**config.mk**
```make
export PLATFORM = sky130hd
export DESIGN_NAME = divider_16x8_seq_flat
export DESIGN_NICKNAME = d
export VERILOG_FILES = /design/src/rtl/divider_16x8_seq_pkg.sv /design/src/rtl/divider_16x8_seq_if.sv /design/src/rtl/divider_16x8_seq_step.sv /design/src/rtl/divider_16x8_seq.sv /design/src/flat_wrapper.sv
export SDC_FILE = /design/constraint.sdc
export NUM_CORES = 1
export LEC_CHECK = 0
export ABC_AREA = 1
export BUFFER_PORTS_ARGS = -buffer_cell sky130_fd_sc_hd__buf_2
export CAP_MARGIN = 20
export CORE_MARGIN = 2
export CORE_UTILIZATION = 38
export CTS_CLUSTER_SIZE = 16
export DETAILED_ROUTE_END_ITERATION = 10
export PLACE_DENSITY = 0.64
export SKIP_CTS_REPAIR_TIMING = 1
export SLEW_MARGIN = 30
export SYNTH_ARGS = -nofsm -noshare
export SYNTH_HDL_FRONTEND = slang
export SYNTH_SLANG_ARGS = --single-unit
```
**constraint.sdc**
```tcl
create_clock -name clk -period 1.85 [get_ports clk]
set_clock_uncertainty 0.15 [all_clocks]
set_input_delay 0.0925 -clock clk [delete_from_list [all_inputs] [get_ports clk]]
set_output_delay 0.0925 -clock clk [all_outputs]
set_load 0.02 [all_outputs]
```
**src/rtl/divider_16x8_seq_pkg.sv**
```systemverilog
// Shared widths, iteration-count width and FSM encoding for the sequential 16/8 divider.
// Imported by the interface, the step datapath and the top.
package div_pkg;
    localparam int DIVIDEND_W = 16;
    localparam int DIVISOR_W  = 8;
    localparam int CNT_W      = $clog2(DIVIDEND_W);

    typedef enum logic [1:0] {
        IDLE = 2'd0,
        RUN  = 2'd1,
        DONE = 2'd2
    } state_t;
endpackage

```
**src/rtl/divider_16x8_seq_if.sv**
```systemverilog
// Start/done handshake plus operand and result buses between a controller and the divider.
// The controller holds the master side; the divider holds the slave side.
interface divider_16x8_seq_if;
    import div_pkg::*;

    logic                  start;
    logic [DIVIDEND_W-1:0] dividend;
    logic [DIVISOR_W-1:0]  divisor;
    logic                  ready;
    logic                  busy;
    logic                  done;
    logic [DIVIDEND_W-1:0] quotient;
    logic [DIVISOR_W-1:0]  remainder;
    logic                  div_by_zero;

    modport master (
        output start, dividend, divisor,
        input  ready, busy, done, quotient, remainder, div_by_zero
    );

    modport slave (
        input  start, dividend, divisor,
        output ready, busy, done, quotient, remainder, div_by_zero
    );
endinterface

```
**src/rtl/divider_16x8_seq_step.sv**
```systemverilog
// One restoring-division iteration: shift in the next dividend bit, subtract the divisor if it fits.
// Purely combinational; the partial remainder stays below the divisor, so only the shifted value needs the extra bit.
module div_step
    import div_pkg::*;
(
    input  logic [DIVISOR_W-1:0] prem,
    input  logic                 dvd_bit,
    input  logic [DIVISOR_W-1:0] divisor,
    output logic [DIVISOR_W-1:0] prem_nxt,
    output logic                 q_bit
);
    logic [DIVISOR_W:0] shifted;

    always_comb begin
        shifted  = {prem, dvd_bit};
        q_bit    = (shifted >= {1'b0, divisor});
        prem_nxt = q_bit ? DIVISOR_W'(shifted - {1'b0, divisor}) : shifted[DIVISOR_W-1:0];
    end
endmodule

```
**src/rtl/divider_16x8_seq.sv**
```systemverilog
// Sequential unsigned restoring divider, one quotient bit per clock; done 17 edges after the accepting edge (1 for divide-by-zero).
// Backpressure: ready drops from the accepting edge until done; start while not ready is ignored.
module divider_16x8_seq
    import div_pkg::*;
(
    input  logic                clk,
    input  logic                rst_n,
    divider_16x8_seq_if.slave   bus
);
    localparam logic [CNT_W-1:0] CNT_LOAD = CNT_W'(DIVIDEND_W - 1);

    state_t                state, state_nxt;
    logic                  pend;
    logic [DIVIDEND_W-1:0] dvd_sh;
    logic [DIVISOR_W-1:0]  dvs_q;
    logic [DIVIDEND_W-1:0] quo_sh;
    logic [DIVISOR_W-1:0]  prem;
    logic [CNT_W-1:0]      cnt;
    logic [DIVIDEND_W-1:0] quotient_q;
    logic [DIVISOR_W-1:0]  remainder_q;
    logic                  dz_q;

    logic [DIVISOR_W-1:0]  prem_nxt;
    logic                  q_bit;
    logic                  accept;

    div_step u_step (
        .prem     (prem),
        .dvd_bit  (dvd_sh[DIVIDEND_W-1]),
        .divisor  (dvs_q),
        .prem_nxt (prem_nxt),
        .q_bit    (q_bit)
    );

    // Operands land in a capture stage first; the FSM launches from it on the following edge.
    assign bus.ready       = (state != RUN) && !pend;
    assign bus.busy        = (state == RUN);
    assign bus.done        = (state == DONE);
    assign bus.quotient    = quotient_q;
    assign bus.remainder   = remainder_q;
    assign bus.div_by_zero = dz_q;
    assign accept          = bus.start && bus.ready;

    always_comb begin
        state_nxt = state;
        case (state)
            IDLE:    if (pend) state_nxt = (dvs_q == '0) ? DONE : RUN;
            RUN:     if (cnt == '0) state_nxt = DONE;
            DONE:    state_nxt = IDLE;
            default: state_nxt = IDLE;
        endcase
    end

    always_ff @(posedge clk or negedge rst_n) begin
        if (!rst_n) begin
            state       <= IDLE;
            pend        <= 1'b0;
            dvd_sh      <= '0;
            dvs_q       <= '0;
            quo_sh      <= '0;
            prem        <= '0;
            cnt         <= '0;
            quotient_q  <= '0;
            remainder_q <= '0;
            dz_q        <= 1'b0;
        end else begin
            state <= state_nxt;
            if (accept) begin
                pend   <= 1'b1;
                dvd_sh <= bus.dividend;
                dvs_q  <= bus.divisor;
            end else if (state == IDLE && pend) begin
                pend <= 1'b0;
                prem <= '0;
                cnt  <= CNT_LOAD;
                if (dvs_q == '0) begin
                    quotient_q  <= '1;
                    remainder_q <= '1;
                    dz_q        <= 1'b1;
                end
            end else if (state == RUN) begin
                dvd_sh <= {dvd_sh[DIVIDEND_W-2:0], 1'b0};
                quo_sh <= {quo_sh[DIVIDEND_W-2:0], q_bit};
                prem   <= prem_nxt;
                cnt    <= cnt - 1'b1;
                if (cnt == '0) begin
                    quotient_q  <= {quo_sh[DIVIDEND_W-2:0], q_bit};
                    remainder_q <= prem_nxt;
                    dz_q        <= 1'b0;
                end
            end
        end
    end
endmodule

```
**src/flat_wrapper.sv**
```systemverilog
// flat-port wrapper written by rule: the top's interface ports become plain ports
module divider_16x8_seq_flat import div_pkg::*;
  (clk, rst_n, bus_start, bus_dividend, bus_divisor, bus_ready, bus_busy, bus_done, bus_quotient, bus_remainder, bus_div_by_zero);
  divider_16x8_seq_if bus_i ();
  input  logic clk;
  input  logic rst_n;
  input wire logic [$bits(bus_i.start)-1:0] bus_start;
  input wire logic [$bits(bus_i.dividend)-1:0] bus_dividend;
  input wire logic [$bits(bus_i.divisor)-1:0] bus_divisor;
  output wire logic [$bits(bus_i.ready)-1:0] bus_ready;
  output wire logic [$bits(bus_i.busy)-1:0] bus_busy;
  output wire logic [$bits(bus_i.done)-1:0] bus_done;
  output wire logic [$bits(bus_i.quotient)-1:0] bus_quotient;
  output wire logic [$bits(bus_i.remainder)-1:0] bus_remainder;
  output wire logic [$bits(bus_i.div_by_zero)-1:0] bus_div_by_zero;
  assign bus_i.start = bus_start;
  assign bus_i.dividend = bus_dividend;
  assign bus_i.divisor = bus_divisor;
  assign bus_ready = bus_i.ready;
  assign bus_busy = bus_i.busy;
  assign bus_done = bus_i.done;
  assign bus_quotient = bus_i.quotient;
  assign bus_remainder = bus_i.remainder;
  assign bus_div_by_zero = bus_i.div_by_zero;
  divider_16x8_seq u_core (.clk(clk), .rst_n(rst_n), .bus(bus_i));
endmodule
```
Word-level counts from Yosys, hierarchy flattened
Cells that the tools add are included.
Widths: inputs -> output; s select.
- add/subtract/negate cells: 2
- order comparisons: 1
- eq/ne operators: 7
- multiplexer cells: 26
- bitwise operators: 2
- reductions and logical operators: 16
- operator list (kind ; number):
    $mux 16 ; 7
    $mux 8 ; 7
    $ge 9x8->1 ; 1
    $logic_not 8->1 ; 1
    $mux 4 ; 2
    $ne 2x1->1 const B ; 4
    $reduce_bool 2->1 ; 4
    $sub 8x8->8 ; 1
    $mux 1 ; 6
    $mux 2 ; 3
    $reduce_and 2->1 ; 3
    $logic_not 4->1 ; 1
    $pmux 2 s2 ; 1
    $reduce_and 4->1 ; 1
    $sub 4x1->4 const B ; 1
    $logic_and 1x1->1 ; 3
    $reduce_and 3->1 ; 1
    $eq 2x1->1 const B ; 1
    $eq 2x2->1 const B ; 1
    $logic_not 2->1 ; 1
    $ne 2x2->1 const B ; 1
    $not 1->1 ; 2
    $logic_not 1->1 ; 1
- flip-flop bits (word level): 79
- input bits: 27
- output and inout bits: 28
- logic and storage cells: 64

Logic depth before layout (Yosys ltp)
Gate-level depths: netlist (run 1).
- depth in word-level cells: 5
- depth in mapped cells: 14
- mapped depth without buffers: 14

Hierarchy
From an unflattened synthesis (run 1), not the netlist that was laid out.
- cells, all modules: 509
- area, all modules: 4016.4 µm²
- by module, submodules not included (module ; times used ; cells an instance ; area each (µm²) ; seq. area each (µm²)):
    divider_16x8_seq ; 1 ; 400 ; 3430.8 ; 1976.9
    div_step ; 1 ; 109 ; 585.6 ; 0.0

Least setup slack after synthesis (run 1)
No wires, ideal clock.
- path type: reg-to-reg
- start: register u_core.prem[1]
- end: register u_core.remainder_q[7], in the netlist u_core.bus.remainder[7]
- setup time: 0.113 ns
- arrival: 1.520 ns
- data required time: 1.587 ns
- path slack: 0.067 ns
- cell stages (with the launch flop): 11
- path buffers: 0
- clock period less this slack: 1.783 ns
- path through: dfrtp_1 -> ha_1 -> or2_1 -> nand3_2 -> nand2_2 -> nand2_4 -> nand2_4 -> nand2_1 -> nand3_1 -> nand2_1 -> inv_1
- cells in the longest elaborated chain, start to end: 5
- elaborated cells between the ends (all ways): 6
- those cells by class: add/sub: 1; order compare: 1; mux: 4
- RTL lines (item ; RTL line ; text):
    start: declaration ; divider_16x8_seq.sv:17 ; logic [DIVISOR_W-1:0] prem;
    start signal: assignment ; divider_16x8_seq.sv:84 ; prem <= prem_nxt;
    $sub 8x8->8 / $ge 9x8->1 (equally long branches) ; divider_16x8_seq_step.sv:17, divider_16x8_seq_step.sv:16 ;
    $mux 8 (*) ; divider_16x8_seq_step.sv:17 ; prem_nxt = q_bit ? DIVISOR_W'(shifted - {1'b0, divisor}) : shifted[DIVISOR_W-1:0];
    $mux 8 (*) ; divider_16x8_seq.sv:86 ; if (cnt == '0) begin
    $mux 8 (*) ; divider_16x8_seq.sv:81 ; end else if (state == RUN) begin
    $mux 8 (*) ; divider_16x8_seq.sv:72 ; end else if (state == IDLE && pend) begin
    end signal: assignment ; divider_16x8_seq.sv:88 ; remainder_q <= prem_nxt;
    end: declaration ; divider_16x8_seq.sv:20 ; logic [DIVISOR_W-1:0] remainder_q;
Mark *: on every way between the ends. The rest lies on a longest branch, timed or not. The select of a mux whose other input is x is not followed.
A chain may end at the register's enable or synchronous reset.

Worst setup path after layout (run 1)
- start: register u_core.prem[0]
- end: register u_core.prem[5]
- cells in the longest elaborated chain, start to end: 4
- elaborated cells between the ends (all ways): 5
- those cells by class: add/sub: 1; order compare: 1; mux: 3
- RTL lines (item ; RTL line):
    $sub 8x8->8 / $ge 9x8->1 (equally long branches) ; divider_16x8_seq_step.sv:17, divider_16x8_seq_step.sv:16
    $mux 8 (*) ; divider_16x8_seq_step.sv:17
    $mux 8 (*) ; divider_16x8_seq.sv:81
    $mux 8 (*) ; divider_16x8_seq.sv:72
Marked as above.

==> impl_metrics.py, run 1 <==
metrics = {
    "run_status": {
        "status": "finished, violations left",
        "violations": "negative setup slack",
    },
    "logic_synthesis": {
        "yosysSeqAreaShare_pct": 52.5,
        "ys_ff_latch": 79,
        "synth_adder_area_share_pct": 3.52,
        "synth_ff_type": "dfrtp_1",
        "synth_top_family_by_area": "simple AND/OR/NAND/NOR gates",
        "synth_xor_area_share_pct": 0.698,
        "synthMuxAreaShare_pct": 0,
        "synth_area_per_cell_um2": 8.40,
        "yosys_warnings": 0,
        "synthCells": 448,
        "syn_nets": 485,
        "synth-simple-area-share_pct": 26.8,
        "syn_area_um2": 3760,
        "synth_cell_types": 31,
        "synth_compound_area_share_pct": 8.18,
        "synth_enable_flop_cells": 0,
        "ys_async_sr_fraction_pct": 100,
    },
    "routing": {
        "drt_iter0_markers": 142,
        "wl_per_cell_um": 13.5,
        "viasPerCell": 4.84,
        "drt_wl_total_mm": 9.68,
        "dr_total_vias": 3473,
        "dr.pass1.iters": 4,
        "drc_errors": 0,
        "final_antenna_net_count": 0,
    },
    "layout": {
        "area_growth_pct": 42.0,
        "n_fill_cell": 866,
        "fin_cells": 718,
        "multi_input_area_um2": 1780,
        "nets": 617,
        "mostFrequentLayoutCells": "95 x nand2_1, 79 x dfrtp_1, 52 x buf_2, 49 x buf_4, 47 x inv_1",
        "register_area_um2": 1980,
        "final_common_cell": "nand2_1",
        "drive_above_1_share_pct": 34.2,
        "insertedDiodeCount": 0,
    },
    "job": {
        "cap_violations": 0,
    },
    "placement": {
        "io_buffer_count": 54,
        "place_inst": 650,
        "post-dp-hpwl_mm": 6.02,
        "place_congestion": 0.917,
    },
    "setup_path": {
        "critPathKind": "reg2reg",
        "cp.required_ns": 1.96,
        "cp_max_fo": 4,
        "cp-start-kind": "register",
        "crit_arrival_ns": 1.98,
        "crit_path_end_kind": "register",
    },
    "power": {
        "seqPwrFrac_pct": 28.4,
        "p_sw_mw": 4.79,
        "p_per_area_nw_per_um2": 2000,
        "finalPower_mw": 10.7,
        "p_clk_share_pct": 13.0,
        "switching_share_pct": 44.7,
        "power.internal_mw": 5.91,
        "max-vdd-ir-drop_mv": 0.698,
        "combinationalPowerShare_pct": 58.5,
        "leakagePower_nw": 2.67,
    },
    "sta": {
        "period_share_pct": 101,
        "hold_viol": 0,
        "period_needed_ns": 1.87,
        "setup_viol": 9,
        "final-max-slew-violation-count": 0,
        "grt_setup_unrepaired": "true",
        "tightestPinTransition_ns": 0.576,
        "fmax_mhz": 534,
        "maxSlewHeadroom_pct": 61.4,
        "final.setup.worst_slack_ns": -0.0228,
    },
    "clock_tree": {
        "h-tree-depth": 3,
        "cts_buffers": 9,
        "numClockSinks": 79,
        "root_buffer": "clkbuf_8",
        "clk_latency_ns": 0.36,
        "clk_pin_slew_ns": 0.09,
        "tritoncts": "done",
        "ctsLongestPathBuffers": 2,
    },
    "global_route": {
        "grt_max_degree": 43,
        "grt_pass1_vias": 3142,
        "grt-ovfl-total": 0,
        "track_usage_pct": 16.7,
        "grt_first_pass_wirelength_mm": 14.6,
        "antenna_found_initial": 0,
    },
    "die": {
        "fp.dieW_um": 104,
        "fp.dieH_um": 104,
        "core.rowCount": 36,
        "core_area_um2": 9680,
        "pin_count": 55,
        "start_util_pct": 38.9,
        "dieArea_um2": 10700,
    },
    "worst_hold_path": {
        "hp-class": "in2reg",
    },
}
## critical path, cell delays in order, from the launching register on
cell	delay, ns
dfrtp_1	0.44
ha_4	0.30
nand2_2	0.06
nor2_2	0.12
nand2_2	0.08
nor2_4	0.13
buf_6	0.12
nor2_4	0.04
buf_6	0.11
nand3_2	0.08
nand2_1	0.06
nand2_1	0.05
nand2_1	0.04
## synthesized netlist by cell type, drive strengths merged, types with 4 or more instances
cell    number  area (um^2)
o21ai       20          100
a21oi       25          125
dfrtp       79         1980
nand2      125          504
buf         11         70.1
inv         59          221
o211ai       6         45.0
or2          9         56.3
nor2        38          168
nand3       48          245
ha           9          113
clkbuf       4         15.0
## power by group through the flow
stage               Combinational [mW]  Sequential (mW)  Clock (mW)
finish                            6.26             3.04        1.39
global route                      6.88             3.13        1.48
CTS                               4.73             2.99        1.41
detailed placement                4.69             3.02           0
global placement                  4.61             2.98           0
floorplan                         2.94             3.25           0
## flip-flops by register name (all words and copies together), names as in the netlist
register and count:
u_core.state 2, u_core.bus.div_by_zero 1, u_core.bus.quotient 16, u_core.prem 8, u_core.dvs_q 8, u_core.bus.remainder 8
u_core.quo_sh 15, u_core.dvd_sh 16, u_core.pend 1, u_core.cnt 4
## final timing paths
kind                                    from                end  slack (ns)  cells after the start
max                           u_core.prem[0]     u_core.prem[5]       -0.02                     12
min                                bus_start   u_core.dvd_sh[8]        0.04                      3
max reg2reg                   u_core.prem[0]     u_core.prem[5]       -0.02                     12
min reg2reg                u_core.dvd_sh[12]  u_core.dvd_sh[12]        0.34                      2
max in group asynchronous              rst_n     u_core.prem[6]        0.72                      3
min in group asynchronous              rst_n    u_core.dvs_q[6]        0.11                      3
## logic make-up (layout without fill, tap and decap cells)
family	count (synthesis)	in the layout
adders and majority gates	10	10
xor gates and xnor gates	3	3
and+or+nand+nor	225	228
buffers and inverters	75	209
AOI/OAI and AO/OA	56	56
DFF	79	79
## per-stage QoR
step / area, um^2 / setup WS [ns] / util, % / TNS [ns] / hold slack (ns)
floorplan: 3760 / 0.0672 / - / 0 / -0.353
global placement: 4360 / -0.0567 / 45.0 / -0.499 / -0.219
detailed placement: 4360 / -0.117 / 45.0 / -1.43 / -0.218
CTS: 4570 / -0.135 / 47.2 / -2.03 / -0.614
global route: 5340 / -0.126 / 55.2 / -1.34 / 0.0549
finish: 5340 / -0.0228 / 55.2 / -0.124 / 0.0373
## layer usage
metal | part of all wire, % | track usage, % | up-vias
met5 | 0 | 0 | -
met1 | 45 | 22.4 | 1673
met2 | 49 | 26.9 | 90
met4 | 2.3 | 6.18 | 0
met3 | 3.8 | 3.65 | 18
li1 | - | - | 1692
## area by class of cell
| class | instances | area share, % |
|---|---|---|
| Clock inverter | 6 | 1.45 |
| Clock buffer | 10 | 2.58 |
| Sequential cell | 79 | 37.0 |
| Multi-Input combinational cell | 297 | 33.3 |
| Tap cell | 133 | 3.11 |
| Timing Repair Buffer | 133 | 18.3 |
| Inverter | 60 | 4.26 |
Note: power is estimated with default switching activity, not from simulation.
==> run 2, diff against run 1 <==
--- a/config.mk
+++ b/config.mk
@@ -13,4 +13,5 @@
 export CTS_CLUSTER_SIZE = 16
 export DETAILED_ROUTE_END_ITERATION = 10
+export GPL_ROUTABILITY_DRIVEN = 0
 export PLACE_DENSITY = 0.64
 export SKIP_CTS_REPAIR_TIMING = 1
--- a/constraint.sdc
+++ b/constraint.sdc
@@ -3,3 +3,3 @@
 set_input_delay 0.0925 -clock clk [delete_from_list [all_inputs] [get_ports clk]]
 set_output_delay 0.0925 -clock clk [all_outputs]
-set_load 0.02 [all_outputs]
+set_load 0.05 [all_outputs]
==> run 2 against run 1 <==
  * The flow still finishes with violations (negative setup slack)
  * Register-to-register slack hardly changed
  * Final cell count shrank 2.1%
  * Power decreased by 1.3%
  * Sequential share of layout area grew 1.9 points
  * Highest routed layer unchanged
==> impl_metrics.py, run 2 (synthesized netlist as in run 1, its figures left out) <==
metrics = {
    "layout": {
        "final_util_pct": 52.5,
        "mostFrequentLayoutCells": "109 x nand2_1, 79 x dfrtp_1, 51 x buf_2, 47 x inv_1, 44 x nand3_1",
        "drive_above_1_share_pct": 27.4,
        "insertedDiodeCount": 0,
        "fin_cells": 703,
        "design_area_um2": 5090,
        "final_common_cell": "nand2_1",
        "nets": 602,
        "area_growth_pct": 35.2,
    },
    "setup_path": {
        "cp.buffers_inverters": 2,
        "crit_path_end_kind": "register",
        "cp_max_fo": 5,
        "cpPeakStageDelay_ns": 0.42,
        "critPathKind": "reg2reg",
        "crit_arrival_ns": 2.00,
        "path_delay_family": "simple AND/OR/NAND/NOR gates",
        "cp.required_ns": 1.98,
        "crit_slowest_cell": "dfrtp_1",
        "cp_common_cell": "nand2_1",
        "crit_chain": "ha_4 > inv_4 > nor2_1 > nand2_1 > nor2_4 > nor2_4 > nand3_1 > nand2_1 > nand2_1 > nand2_1 > inv_1",
        "cp-start-kind": "register",
    },
    "power": {
        "max-vdd-ir-drop_mv": 0.749,
        "p_sw_mw": 5.05,
        "power.internal_mw": 5.51,
        "finalPower_mw": 10.6,
        "seqPwrFrac_pct": 28.7,
        "p_clk_share_pct": 12.1,
        "switching_share_pct": 47.8,
        "combinationalPowerShare_pct": 59.2,
        "leakagePower_nw": 2.54,
        "p_per_area_nw_per_um2": 2070,
    },
    "global_route": {
        "grt_first_pass_wirelength_mm": 14.8,
        "grt_max_degree": 43,
        "track_usage_pct": 17.2,
        "antenna_found_initial": 0,
        "grt-ovfl-total": 0,
        "grt_pass1_vias": 3208,
    },
    "sta": {
        "tightestPinTransition_ns": 0.563,
        "grt_setup_unrepaired": "true",
        "hold_viol": 0,
        "period_needed_ns": 1.88,
        "fmax_mhz": 533,
        "final-max-slew-violation-count": 0,
        "period_share_pct": 101,
        "hold_ws_ns": 0.0247,
        "maxSlewHeadroom_pct": 62.3,
        "tns_ns": -0.0431,
        "final.setup.worst_slack_ns": -0.0260,
        "setup_viol": 3,
    },
    "placement": {
        "place_inst": 651,
        "io_buffer_count": 54,
        "preCtsSetupSlack_ns": -0.0971,
        "post-dp-hpwl_mm": 6.09,
        "placed_area_um2": 4360,
    },
    "run_status": {
        "status": "finished, violations left",
        "violations": "negative setup slack",
    },
    "clock_tree": {
        "root_buffer": "clkbuf_8",
        "h-tree-depth": 3,
        "cts_buffers": 9,
        "ctsLongestPathBuffers": 2,
        "clk_pin_slew_ns": 0.09,
        "clk_latency_ns": 0.37,
        "tritoncts": "done",
        "numClockSinks": 79,
    },
    "routing": {
        "drt_wl_total_mm": 9.29,
        "dr_total_vias": 3341,
        "wl_per_cell_um": 13.2,
        "final_antenna_net_count": 0,
        "drc_errors": 0,
        "viasPerCell": 4.75,
        "drt_iter0_markers": 232,
        "dr.pass1.iters": 5,
    },
    "die": {
        "start_util_pct": 38.9,
        "core.rowCount": 36,
        "fp.dieW_um": 104,
        "dieArea_um2": 10700,
        "fp.dieH_um": 104,
        "pin_count": 55,
        "core_area_um2": 9680,
    },
    "worst_hold_path": {
        "hp-class": "in2reg",
    },
    "job": {
        "cap_violations": 0,
    },
}
==> run 2: worst reg2reg max path, cell delays in order, from the launching register on <==
cell and delay (ns):
dfrtp_1 0.42, ha_4 0.27, inv_4 0.07, nor2_1 0.05, nand2_1 0.11, nor2_4 0.05, nor2_4 0.25, nand3_1 0.15
nand2_1 0.12, nand2_1 0.06, nand2_1 0.05, inv_1 0.03
==> run 2: cell type report <==
class / count / area (um^2)
timing repair buffer: 119 / 862
clock buffer: 11 / 131
fill: 934 / 4600
tap: 133 / 166
sequential: 79 / 1980
clock inverter: 5 / 58.8
multi-input combinational: 296 / 1660
inverter: 60 / 230
==> run 2: power groups by stage <==
stage / Clock [mW] / Combinational (mW) / Sequential (mW)
global placement: 0 / 5.29 / 2.98
CTS: 1.31 / 5.44 / 2.98
detailed placement: 0 / 5.39 / 3.01
global route: 1.39 / 6.89 / 3.13
floorplan: 0 / 3.00 / 3.84
finish: 1.27 / 6.25 / 3.03
==> run 2: path summary, 6_finish.rpt <==
check / from / endpoint / slack, ns / depth (start not counted)
worst min-delay path: bus_start / u_core.dvd_sh[0] / 0.02 / 3
worst max-delay path: u_core.prem[6] / u_core.bus.remainder[1] / -0.03 / 11
min in group asynchronous: rst_n / u_core.prem[5] / 0.10 / 3
worst min register to register: u_core.quo_sh[0] / u_core.quo_sh[1] / 0.33 / 2
max in group asynchronous: rst_n / u_core.prem[4] / 0.74 / 3
worst max register to register: u_core.prem[6] / u_core.bus.remainder[1] / -0.03 / 11
==> run 2: per-layer routing <==
metal | part of all wire, % | vias up | track usage, %
met5 | 0 | - | 0
li1 | - | 1666 | -
met3 | 3.7 | 23 | 3.96
met2 | 49 | 80 | 28.6
met1 | 44 | 1572 | 21.4
met4 | 3.0 | 0 | 8.11
==> run 3, diff against run 2 <==
Settings changed: PLACE_DENSITY 0.64 to 0.62.
Clock period 1.85 ns to 2.4 ns, I/O delays scaled along.
==> run 3 against run 2 <==
  * Critical path type is now reg2out
  * The run now ends clean
  * Non-clock buffer count shrank 37
  * Critical path depth is 7 lower
  * Sequential share of layout area rose by 3.8 points
  * Critical endpoint is now bus_busy
  * Setup slack improved by 0.37 ns
  * Sequential power fell by 24%
  * Wire length shrank 9.7%
  * Final area decreased by 9.0%
  * Final cell count shrank 5.5%
  * Count of clock-buffer cells in the layout decreased by 2
  * Core utilization fell by 4.7 points
==> impl_metrics.py, run 3 (synthesized netlist as in run 1, its figures left out) <==
metrics = {
    "power": {
        "p_clk_share_pct": 15.7,
        "p_per_area_nw_per_um2": 1570,
        "combinationalPowerShare_pct": 52.4,
        "max-vdd-ir-drop_mv": 0.505,
        "finalPower_mw": 7.25,
        "leakagePower_nw": 2.36,
        "seqPwrFrac_pct": 31.9,
        "switching_share_pct": 48.5,
        "p_sw_mw": 3.52,
        "power.internal_mw": 3.73,
    },
    "global_route": {
        "grt_pass1_vias": 2973,
        "grt_max_degree": 42,
        "grt_first_pass_wirelength_mm": 14.2,
        "track_usage_pct": 16.5,
        "antenna_found_initial": 0,
        "grt-ovfl-total": 0,
    },
    "clock_tree": {
        "cts_buffers": 9,
        "clk_latency_ns": 0.35,
        "clk_pin_slew_ns": 0.08,
        "tritoncts": "done",
        "numClockSinks": 79,
        "ctsLongestPathBuffers": 2,
        "h-tree-depth": 3,
        "root_buffer": "clkbuf_8",
    },
    "sta": {
        "period_needed_ns": 2.06,
        "maxSlewHeadroom_pct": 62.2,
        "setup_viol": 0,
        "fmax_mhz": 486,
        "period_share_pct": 85.7,
        "hold_viol": 0,
        "tns_ns": 0,
        "tightestPinTransition_ns": 0.566,
        "grt_setup_unrepaired": "false",
        "final-max-slew-violation-count": 0,
    },
    "routing": {
        "drt_wl_total_mm": 8.39,
        "m1WireLength_mm": 3.96,
        "drc_errors": 0,
        "dr_total_vias": 3100,
        "dr_wl_met3_um": 277,
        "wl_per_cell_um": 12.6,
        "dr.max_layer_used": "met4",
        "dr_wl_met2_mm": 4.02,
        "final_antenna_net_count": 0,
        "drt_iter0_markers": 165,
        "dr.pass1.iters": 4,
        "viasPerCell": 4.67,
    },
    "setup_path": {
        "cp-start-kind": "register",
        "cp.required_ns": 2.13,
        "critPathKind": "reg2out",
        "cp_max_fo": 17,
        "crit_arrival_ns": 1.79,
        "crit_path_end_kind": "output pin",
    },
    "layout": {
        "fin_cells": 664,
        "drive_above_1_share_pct": 17.1,
        "area_growth_pct": 23.1,
        "mostFrequentLayoutCells": "117 x nand2_1, 79 x dfrtp_1, 55 x inv_1, 53 x buf_2, 47 x nand3_1",
        "design_area_um2": 4630,
        "final_common_cell": "nand2_1",
        "insertedDiodeCount": 0,
        "nets": 563,
    },
    "die": {
        "core_area_um2": 9680,
        "core.rowCount": 36,
        "start_util_pct": 38.9,
        "pin_count": 55,
        "dieArea_um2": 10700,
        "fp.dieW_um": 104,
        "fp.dieH_um": 104,
    },
    "placement": {
        "place_inst": 623,
        "post-dp-hpwl_mm": 5.74,
        "placed_area_um2": 4150,
        "io_buffer_count": 54,
    },
    "run_status": {
        "status": "completed",
    },
    "worst_hold_path": {
        "hp-class": "in2reg",
    },
    "job": {
        "cap_violations": 0,
    },
}
-- run 3: cell count changes in the layout (fill, tap and decap cells not counted), sizes merged --
cell         delta
buf            -35
bufinv          +1
clkbuf          -3
clkinvlp        -1
dlygate4sd3     -1
inv             +2
nand2           -1
nor2            -1
-- run 3: path summary, 6_finish.rpt --
kind	to	slack (ns)	startpoint	cells past startpoint
max	bus_busy	0.34	u_core.state[0]	4
min	u_core.dvd_sh[11]	0.06	bus_start	3
max reg2reg	u_core.bus.remainder[5]	0.37	u_core.prem[5]	11
min reg2reg	u_core.quo_sh[1]	0.34	u_core.quo_sh[0]	2
max in group asynchronous	u_core.prem[1]	1.35	rst_n	3
min in group asynchronous	u_core.dvs_q[7]	0.15	rst_n	2
-- run 3: layout make-up --
| class | count | area (um^2) |
|---|---|---|
| clock inverter | 7 | 105 |
| fill | 942 | 5050 |
| clock buffer | 9 | 124 |
| timing repair buffer | 82 | 558 |
| tap | 133 | 166 |
| multi-input combinational | 294 | 1480 |
| inverter | 60 | 225 |
| sequential | 79 | 1980 |
-- run 3: per-layer routing --
layer	up-vias	global-route usage [%]
li1	1577	-
met1	1463	21.3
met2	47	26.8
met3	13	4.03
met4	0	6.47
met5	-	0
-- run 3: critical path: stages, from the launching register on --
cell	delay (ns)
dfrtp_1	0.40
inv_1	0.08
nor2_4	0.35
buf_4	0.30
buf_2	0.30
-- run 3: stage by stage --
| stage | hold slack (ns) | utilization, % | setup WS (ns) |
|---|---|---|---|
| after floorplan | -0.326 | - | 0.617 |
| after global placement | -0.00415 | 42.9 | 0.436 |
| after detailed placement | 0.00658 | 42.9 | 0.388 |
| after CTS | -0.388 | 45.2 | 0.327 |
| after global routing | 0.0577 | 47.8 | 0.197 |
| final | 0.0612 | 47.8 | 0.344 |
-- run 3: power groups by stage --
stage	clock, mW	combinational (mW)	sequential [mW]
2_1_floorplan	0	2.31	2.96
3_3_place_gp	0	3.74	2.32
3_5_place_dp	0	3.79	2.33
4_1_cts	1.17	3.80	2.31
5_1_grt	1.23	4.29	2.39
6_report	1.13	3.80	2.31
